[config.mk]
export PLATFORM = sky130hd
export DESIGN_NAME = vga_out
export DESIGN_NICKNAME = d
export VERILOG_FILES = /design/src/rtl/vga_out.sv
export SDC_FILE = /design/constraint.sdc
export NUM_CORES = 1
export LEC_CHECK = 0
export ABC_AREA = 1
export BUFFER_PORTS_ARGS = -buffer_cell sky130_fd_sc_hd__buf_4
export CAP_MARGIN = 20
export CORE_UTILIZATION = 40
export DETAILED_ROUTE_END_ITERATION = 8
export PLACE_DENSITY = 0.62
export RECOVER_POWER = 25
export SETUP_SLACK_MARGIN = 0.3
export SYNTH_ARGS = -nofsm -noshare
export SYNTH_HDL_FRONTEND = slang
export SYNTH_SLANG_ARGS = --single-unit
[constraint.sdc]
create_clock -name clk -period 5.8 [get_ports clk]
set_input_delay 0.87 -clock clk [delete_from_list [all_inputs] [get_ports clk]]
set_output_delay 0.87 -clock clk [all_outputs]
set_load 0.01 [all_outputs]
[src/rtl/vga_out.sv]
// 640x480@60 monochrome VGA scan-out: sync timing, double-buffered SRAM word fetch
// and 1-bpp serialisation of a 128x96 frame buffer scaled 5x in both axes.
//
// fetch state | meaning
// F_IDLE      | no request outstanding, waits for a scheduled fetch
// F_READ      | first request cycle, address just latched
// F_WAIT      | SRAM busy, request and address held
// F_ILL       | unreachable, recovers to F_IDLE
module vga_out (
  input  logic        clk,
  input  logic        nrst,
  input  logic [31:0] SRAM_data_in,
  input  logic        SRAM_busy,
  output logic        data_en,
  output logic [31:0] word_address_dest,
  output logic [3:0]  byte_select,
  output logic        h_out,
  output logic        v_out,
  output logic        pixel_data,
  output logic [1:0]  VGA_state,
  output logic [9:0]  h_count,
  output logic [8:0]  v_count,
  output logic [1:0]  h_state,
  output logic [1:0]  v_state
);

  typedef enum logic [1:0] {H_SYNC, H_PORCH_A, H_ACTIVE, H_PORCH_B} h_state_e;
  typedef enum logic [1:0] {V_SYNC, V_PORCH_A, V_ACTIVE, V_PORCH_B} v_state_e;
  typedef enum logic [1:0] {F_IDLE, F_READ, F_WAIT, F_ILL} fetch_state_e;

  h_state_e     h_state_q, h_state_d;
  v_state_e     v_state_q, v_state_d;
  fetch_state_e fetch_q, fetch_d;
  logic [9:0]   h_count_q, h_count_d;
  logic [8:0]   v_count_q, v_count_d;
  logic [10:0]  addr_q, addr_d;
  logic [31:0]  cur_word_q, cur_word_d;
  logic [31:0]  nxt_word_q, nxt_word_d;

  logic [9:0]   h_last;
  logic [8:0]   v_last;
  logic         line_end;
  logic [9:0]   fx;
  logic [8:0]   fy;
  logic [10:0]  row_base;
  logic         sched;
  logic [10:0]  sched_addr;
  logic         swap;

  always_comb begin
    h_last = 10'd15;
    case (h_state_q)
      H_SYNC:    h_last = 10'd95;
      H_PORCH_A: h_last = 10'd47;
      H_ACTIVE:  h_last = 10'd639;
      default:   h_last = 10'd15;
    endcase
    v_last = 9'd9;
    case (v_state_q)
      V_SYNC:    v_last = 9'd1;
      V_PORCH_A: v_last = 9'd32;
      V_ACTIVE:  v_last = 9'd479;
      default:   v_last = 9'd9;
    endcase
  end

  assign line_end = (h_state_q == H_PORCH_B) && (h_count_q == 10'd15);

  always_comb begin
    h_state_d = h_state_q;
    h_count_d = h_count_q + 10'd1;
    if (h_count_q == h_last) begin
      h_count_d = 10'd0;
      h_state_d = h_state_e'(h_state_q + 2'd1);
    end
    v_state_d = v_state_q;
    v_count_d = v_count_q;
    if (line_end) begin
      if (v_count_q == v_last) begin
        v_count_d = 9'd0;
        v_state_d = v_state_e'(v_state_q + 2'd1);
      end else begin
        v_count_d = v_count_q + 9'd1;
      end
    end
  end

  assign fx       = h_count_q / 10'd5;
  assign fy       = v_count_q / 9'd5;
  assign row_base = {fy, 2'b00};

  // Fetch the next word at the start of each 160-cycle group so it is ready by the swap.
  always_comb begin
    sched      = 1'b0;
    sched_addr = row_base;
    if (v_state_q == V_ACTIVE) begin
      if (h_state_q == H_PORCH_A && h_count_q == 10'd0) begin
        sched = 1'b1;
      end else if (h_state_q == H_ACTIVE &&
                   (h_count_q == 10'd0 || h_count_q == 10'd160 || h_count_q == 10'd320)) begin
        sched      = 1'b1;
        sched_addr = row_base + {6'd0, fx[9:5]} + 11'd1;
      end
    end
  end

  assign swap = (h_state_q == H_PORCH_A && h_count_q == 10'd47) ||
                (h_state_q == H_ACTIVE &&
                 (h_count_q == 10'd159 || h_count_q == 10'd319 || h_count_q == 10'd479));

  // A fetch scheduled while another is still outstanding is dropped; timing never stalls.
  always_comb begin
    fetch_d    = fetch_q;
    addr_d     = addr_q;
    nxt_word_d = nxt_word_q;
    cur_word_d = swap ? nxt_word_q : cur_word_q;
    data_en    = 1'b0;
    case (fetch_q)
      F_IDLE: begin
        if (sched) begin
          fetch_d = F_READ;
          addr_d  = sched_addr;
        end
      end
      F_READ, F_WAIT: begin
        data_en = 1'b1;
        if (!SRAM_busy) begin
          nxt_word_d = SRAM_data_in;
          fetch_d    = F_IDLE;
        end else begin
          fetch_d = F_WAIT;
        end
      end
      default: fetch_d = F_IDLE;
    endcase
  end

  always_ff @(posedge clk or negedge nrst) begin
    if (!nrst) begin
      h_state_q  <= H_SYNC;
      v_state_q  <= V_SYNC;
      h_count_q  <= 10'd0;
      v_count_q  <= 9'd0;
      fetch_q    <= F_IDLE;
      addr_q     <= 11'd0;
      cur_word_q <= 32'd0;
      nxt_word_q <= 32'd0;
    end else begin
      h_state_q  <= h_state_d;
      v_state_q  <= v_state_d;
      h_count_q  <= h_count_d;
      v_count_q  <= v_count_d;
      fetch_q    <= fetch_d;
      addr_q     <= addr_d;
      cur_word_q <= cur_word_d;
      nxt_word_q <= nxt_word_d;
    end
  end

  assign word_address_dest = {21'd0, addr_q};
  assign byte_select       = data_en ? 4'b1111 : 4'b0000;
  assign h_out             = (h_state_q != H_SYNC);
  assign v_out             = (v_state_q != V_SYNC);
  assign pixel_data        = (h_state_q == H_ACTIVE && v_state_q == V_ACTIVE) ?
                             cur_word_q[fx[4:0]] : 1'b0;
  assign VGA_state         = fetch_q;
  assign h_count           = h_count_q;
  assign v_count           = v_count_q;
  assign h_state           = h_state_q;
  assign v_state           = v_state_q;

endmodule

-- Yosys cells after proc, flatten, opt, wreduce, memory -nomap -nowiden
Index checks and enable logic that the tools add are counted.
- div/mod/pow operators: 2
- add/sub/neg operators: 6
- equality and inequality tests: 17
- $lt $le $gt $ge: 1
- muxes and demuxes: 18
- bitwise gates (word level): 1
- reduce and logical (&&, ||, !) cells: 21
- operators with widths (kind ; number):
    two-way mux 11 bit ; 3
    equality test 10 x 9 -> 1 bit, second input constant ; 3
    one-hot mux 10 bit (3 select lines) ; 1
    one-hot mux 9 bit (3 select lines) ; 1
    equality test 10 x 8 -> 1 bit, second input constant ; 2
    adder 11 x 1 -> 11 bit, second input constant ; 1
    adder 11 x 5 -> 11 bit ; 1
    adder 10 x 1 -> 10 bit, second input constant ; 1
    divider 10 x 3 -> 10 bit, second input constant ; 1
    equality test 10 bit ; 1
    equality test 10 x 4 -> 1 bit, second input constant ; 1
    equality test 10 x 6 -> 1 bit, second input constant ; 1
    logical NOT 10 bit ; 1
    two-way mux 10 bit ; 1
    adder 9 x 1 -> 9 bit, second input constant ; 1
    divider 9 x 3 -> 9 bit, second input constant ; 1
    equality test 9 bit ; 1
    two-way mux 9 bit ; 1
    equality test 2 bit, second input constant ; 4
    equality test 2 x 1 -> 1 bit, second input constant ; 3
    logical AND 1 bit ; 6
    logical NOT 2 bit ; 3
    less-than comparator 5 x 6 -> 1 bit, second input constant ; 1
    two-way mux 1 bit ; 6
    other kinds (11) ; 20
- output and inout port bits: 65
- bits in registers: 100

-- Longest topological paths before layout
- depth in word-level cells: 9
- gate-level depth with buffers: 45
- mapped depth without buffers: 45

-- Least setup slack after synthesis
OpenSTA, ideal clock, no wires.
- kind: register to output
- start point: register h_count_q[7], in the netlist h_count[7]
- end point: output port pixel_data
- slack: 0.979 ns
- stages on the path, launching flop included: 35
- required time: 4.930 ns
- arrival time: 3.951 ns
- path buffers: 1
- cells stage by stage: dfrtp_1 inv_2 nand3_1 nand2_1 inv_1 nand2_1 nand2_2 nand2_2 nand3_2 nand2_2 nand2_2 a21oi_2 nand2_4 nand2_4 nand2_2 nand3_4 inv_2 o21ai_2 nand2_2 a21o_1 nand2_2 ha_1 inv_1 o2111ai_2 nand3_2 nor2_8 buf_8 nand2_1 nand3_1 nand3_1 nand3_1 nand2_1 nand2_1 nand2_1 nor2_1
- longest elaborated chain between the ends: 4
- RTL lines (item ; line ; RTL):
    start, declared ; 34 ; logic [9:0] h_count_q, h_count_d;
    start signal, assigned ; 151 ; h_count_q <= h_count_d;
    divider 10 x 3 -> 10 bit ; 88 ; assign fx = h_count_q / 10'd5;
    binary-select mux 1 bit (select 5 bit) ; 165 ; cur_word_q[fx[4:0]] : 1'b0;
    two-way mux 1 bit (not written as such) ; 165 ;
    two-way mux 1 bit ; 164 ; assign pixel_data = (h_state_q == H_ACTIVE && v_state_q == V_ACTIVE) ?
    end, declared ; 19 ; output logic pixel_data,
No other way between the ends. The select of a mux whose other input is x is not followed.

-- Final worst setup path
- start point: register h_count_q[8], in the netlist h_count[8]
- end point: output port pixel_data
Same word-level chain as after synthesis.

==> results.toml <==
[routing]
drtIter0Drc = 271
dr_total_vias = 5066
viasPerCell = 5.05
final_antenna_net_count = 0
drt_pre_antenna_iters = 5
wirelength_um = 13700
drc = 0
wl_per_cell_um = 13.6

[clocking]
clock_latency_ns = 0.36
cts_buffer_depth = 2
cts_max_level = 3
cts_tree = "done"
clkTransAtPathRegs_ns = 0.07
clock_sinks = 99
cts_buffers = 9
root_buffer = "clkbuf_16"

[setup_path]
crit_top_cell = "nand2_4"
r2r_setup_slack_ns = 0.87
slowest_stage = "dfrtp_2"
start_kind = "flip-flop"
crit_fanout = 8
critical_path_class = "flip-flop to output pin"
reg2reg_depth = 42
worstPathArrival_ns = 4.60
reg2reg_from = "v_count[7]"
critPathRequiredTime_ns = 4.93
r2r_end = "addr_q[7]"
max_stage_delay_ns = 0.50
crit_path_end_kind = "output pin"

[global_routing]
grt_max_degree = 70
grt_pass1_wl_um = 22700
grt_overflow = 0
grt_pass1_vias = 4705
antenna_found_initial = 0
grt_use_total = 0.177

[pwr]
p_leak_nw = 3.73
p_total_mw = 1.62
powerDensity_mw_per_mm2 = 213
vdd_drop_max_mv = 0.206

[hold_path]
holdPathEnd = "addr_q[9]"
hold_path_depth = 2
hp-start = "addr_q[9]"
holdCritPathClass = "flip-flop to flip-flop"

[outcome]
status = "finished, violations left"
violations = "capacitance limit, slew limit"

[logic_synthesis]
netlist.area_leader.share = 0.399
synthTopCellsByCount = "nand2_1, dfrtp_1, inv_1, mux2_2, nand3_1"
synth-seq-cells = 99
ys.flop_type = "dfrtp_1"
syn_area_mm2 = 0.00621
synth_area_per_cell_um2 = 8.75
synth-edff-count = 0
synth_cell_type_count = 48
yosysWarnings = 0
yosysMostFrequentCell = "nand2_1"
yosys.area.top_type = "dfrtp_1"
synthArstFlopShare = 1.00
ys_seq_area_frac = 0.399
syn-instance-count = 709
synthTopCellsByArea = "dfrtp_1, mux2_2, nand2_1, nand3_1, ha_1"

[sta]
hold_viol = 0
finalCritPeriodShare = 0.944
finalSetupTns_ns = 0
period_minus_slack_ns = 5.47
relSlewSlack = -0.119
rsz0062_at_grt = "yes"
tightest_slew_ns = 1.68
finalMaxSlewViolations = 102
fmax_mhz = 183
final.setup_skew_ns = 0.0114
final-setup-viol-count = 0

[run]
maxCapViolations = 2

[floorplanning]
die_area_mm2 = 0.0160
die_x_um = 127
rows = 45
core_mm2 = 0.0151
start_util = 0.410
ioPinCount = 100
die_y_um = 127

[final_layout]
diodes = 0
synthToLayoutAreaGrowth_pct = 22.6
fin_nets = 867
fin_util = 0.502
drive_above_1_share = 0.339

[place]
place_congestion = 0.861
port_buffers = 77
dp_hpwl_um = 9670
## metal layers
metal	track usage	part of all wire	vias up
met5	0	0	-
met4	0.0659	0.015	0
met3	0.0287	0.034	13
met2	0.280	0.47	111
met1	0.246	0.48	2431
li1	-	-	2511
## where the power goes
part           switching, mW  internal (mW)  leakage [nW]
combinational         0.0553          0.102          2.30
sequential            0.0606          0.803          1.30
clock                  0.286          0.311         0.139
## sequential cells by signal (all words and copies together), names as in the netlist
register / cells
addr_q: 10
nxt_word_q: 32
h_state: 2
v_state: 2
cur_word_q: 32
VGA_state: 2
v_count: 9
h_count: 10
## worst max-delay path by stage
| stage | start | end | slack [ns] | cells past startpoint |
|---|---|---|---|---|
| after floorplan | h_count[7] | pixel_data | 0.98 | 34 |
| after global placement | h_count[9] | pixel_data | 0.48 | 31 |
| after detailed placement | h_count[9] | pixel_data | 0.40 | 36 |
| after CTS | h_count[7] | pixel_data | 0.30 | 37 |
| after global routing | h_count[9] | pixel_data | -0.004 | 38 |
| final | h_count[8] | pixel_data | 0.33 | 36 |
## logic make-up (layout without fill, tap and decap cells)
family / count (synthesis) / in the layout / synth area share
XOR/XNOR: 17 / 17 / 0.0240
buffers and inverters: 127 / 211 / 0.0968
adder cells (fa/ha/maj): 22 / 22 / 0.0444
AND/OR/NAND/NOR: 297 / 298 / 0.240
AO/OA/AOI/OAI: 82 / 82 / 0.0788
other: 1 / 22 / 0.000604
multiplexers: 64 / 64 / 0.116
flip-flops: 99 / 99 / 0.399
## per-stage QoR
stage          worst slack (ns)  area (um^2)  cells  hold WS [ns]
4_1_cts                   0.304         7330    986         0.450
5_1_grt                -0.00431         7610   1003         0.517
2_1_floorplan             0.979         6280    730         0.448
3_5_place_dp              0.400         6870    961         0.464
6_report                  0.326         7610   1003         0.474
3_3_place_gp              0.481         6870    961         0.460
## cell usage in the layout (no fill, tap or decap), drive strengths merged, types with 6 or more instances in the layout
cell    Yosys  final
nor2       45     46
nor3        9      9
a21oi      17     17
ha         22     22
nand2     154    154
nand4       9      9
buf        38     90
xor2       11     11
clkbuf      2     28
mux2       63     63
inv        86     89
conb        1     22
nand3      72     72
dfrtp      99     99
o21ai      48     48
xnor2       6      6
## final cells by class
| type | instances | area, um^2 |
|---|---|---|
| timing repair buffer | 108 | 785 |
| fill | 1421 | 7540 |
| sequential | 99 | 2480 |
| tap | 188 | 235 |
| inverter | 87 | 334 |
| clock inverter | 6 | 55.1 |
| clock buffer | 10 | 239 |
| multi-input combinational | 505 | 3480 |
## critical path, delay by kind of cell, from the launching register on
kind | cells | cell delay (ns)
simple gates | 27 | 2.53
buf+inv | 4 | 0.38
flops | 1 | 0.50
fa+ha+maj | 1 | 0.27
compound gates | 4 | 0.58
## timing repair
item	CTS	global route
resized for setup	14	51
endpoints found under the hold margin	0	0
endpoints found under the setup margin	1	7
cloned	2	0
setup buffers	7	17
hold buffers	0	0
pin swaps	8	23
(Power assumes the default switching activity.)
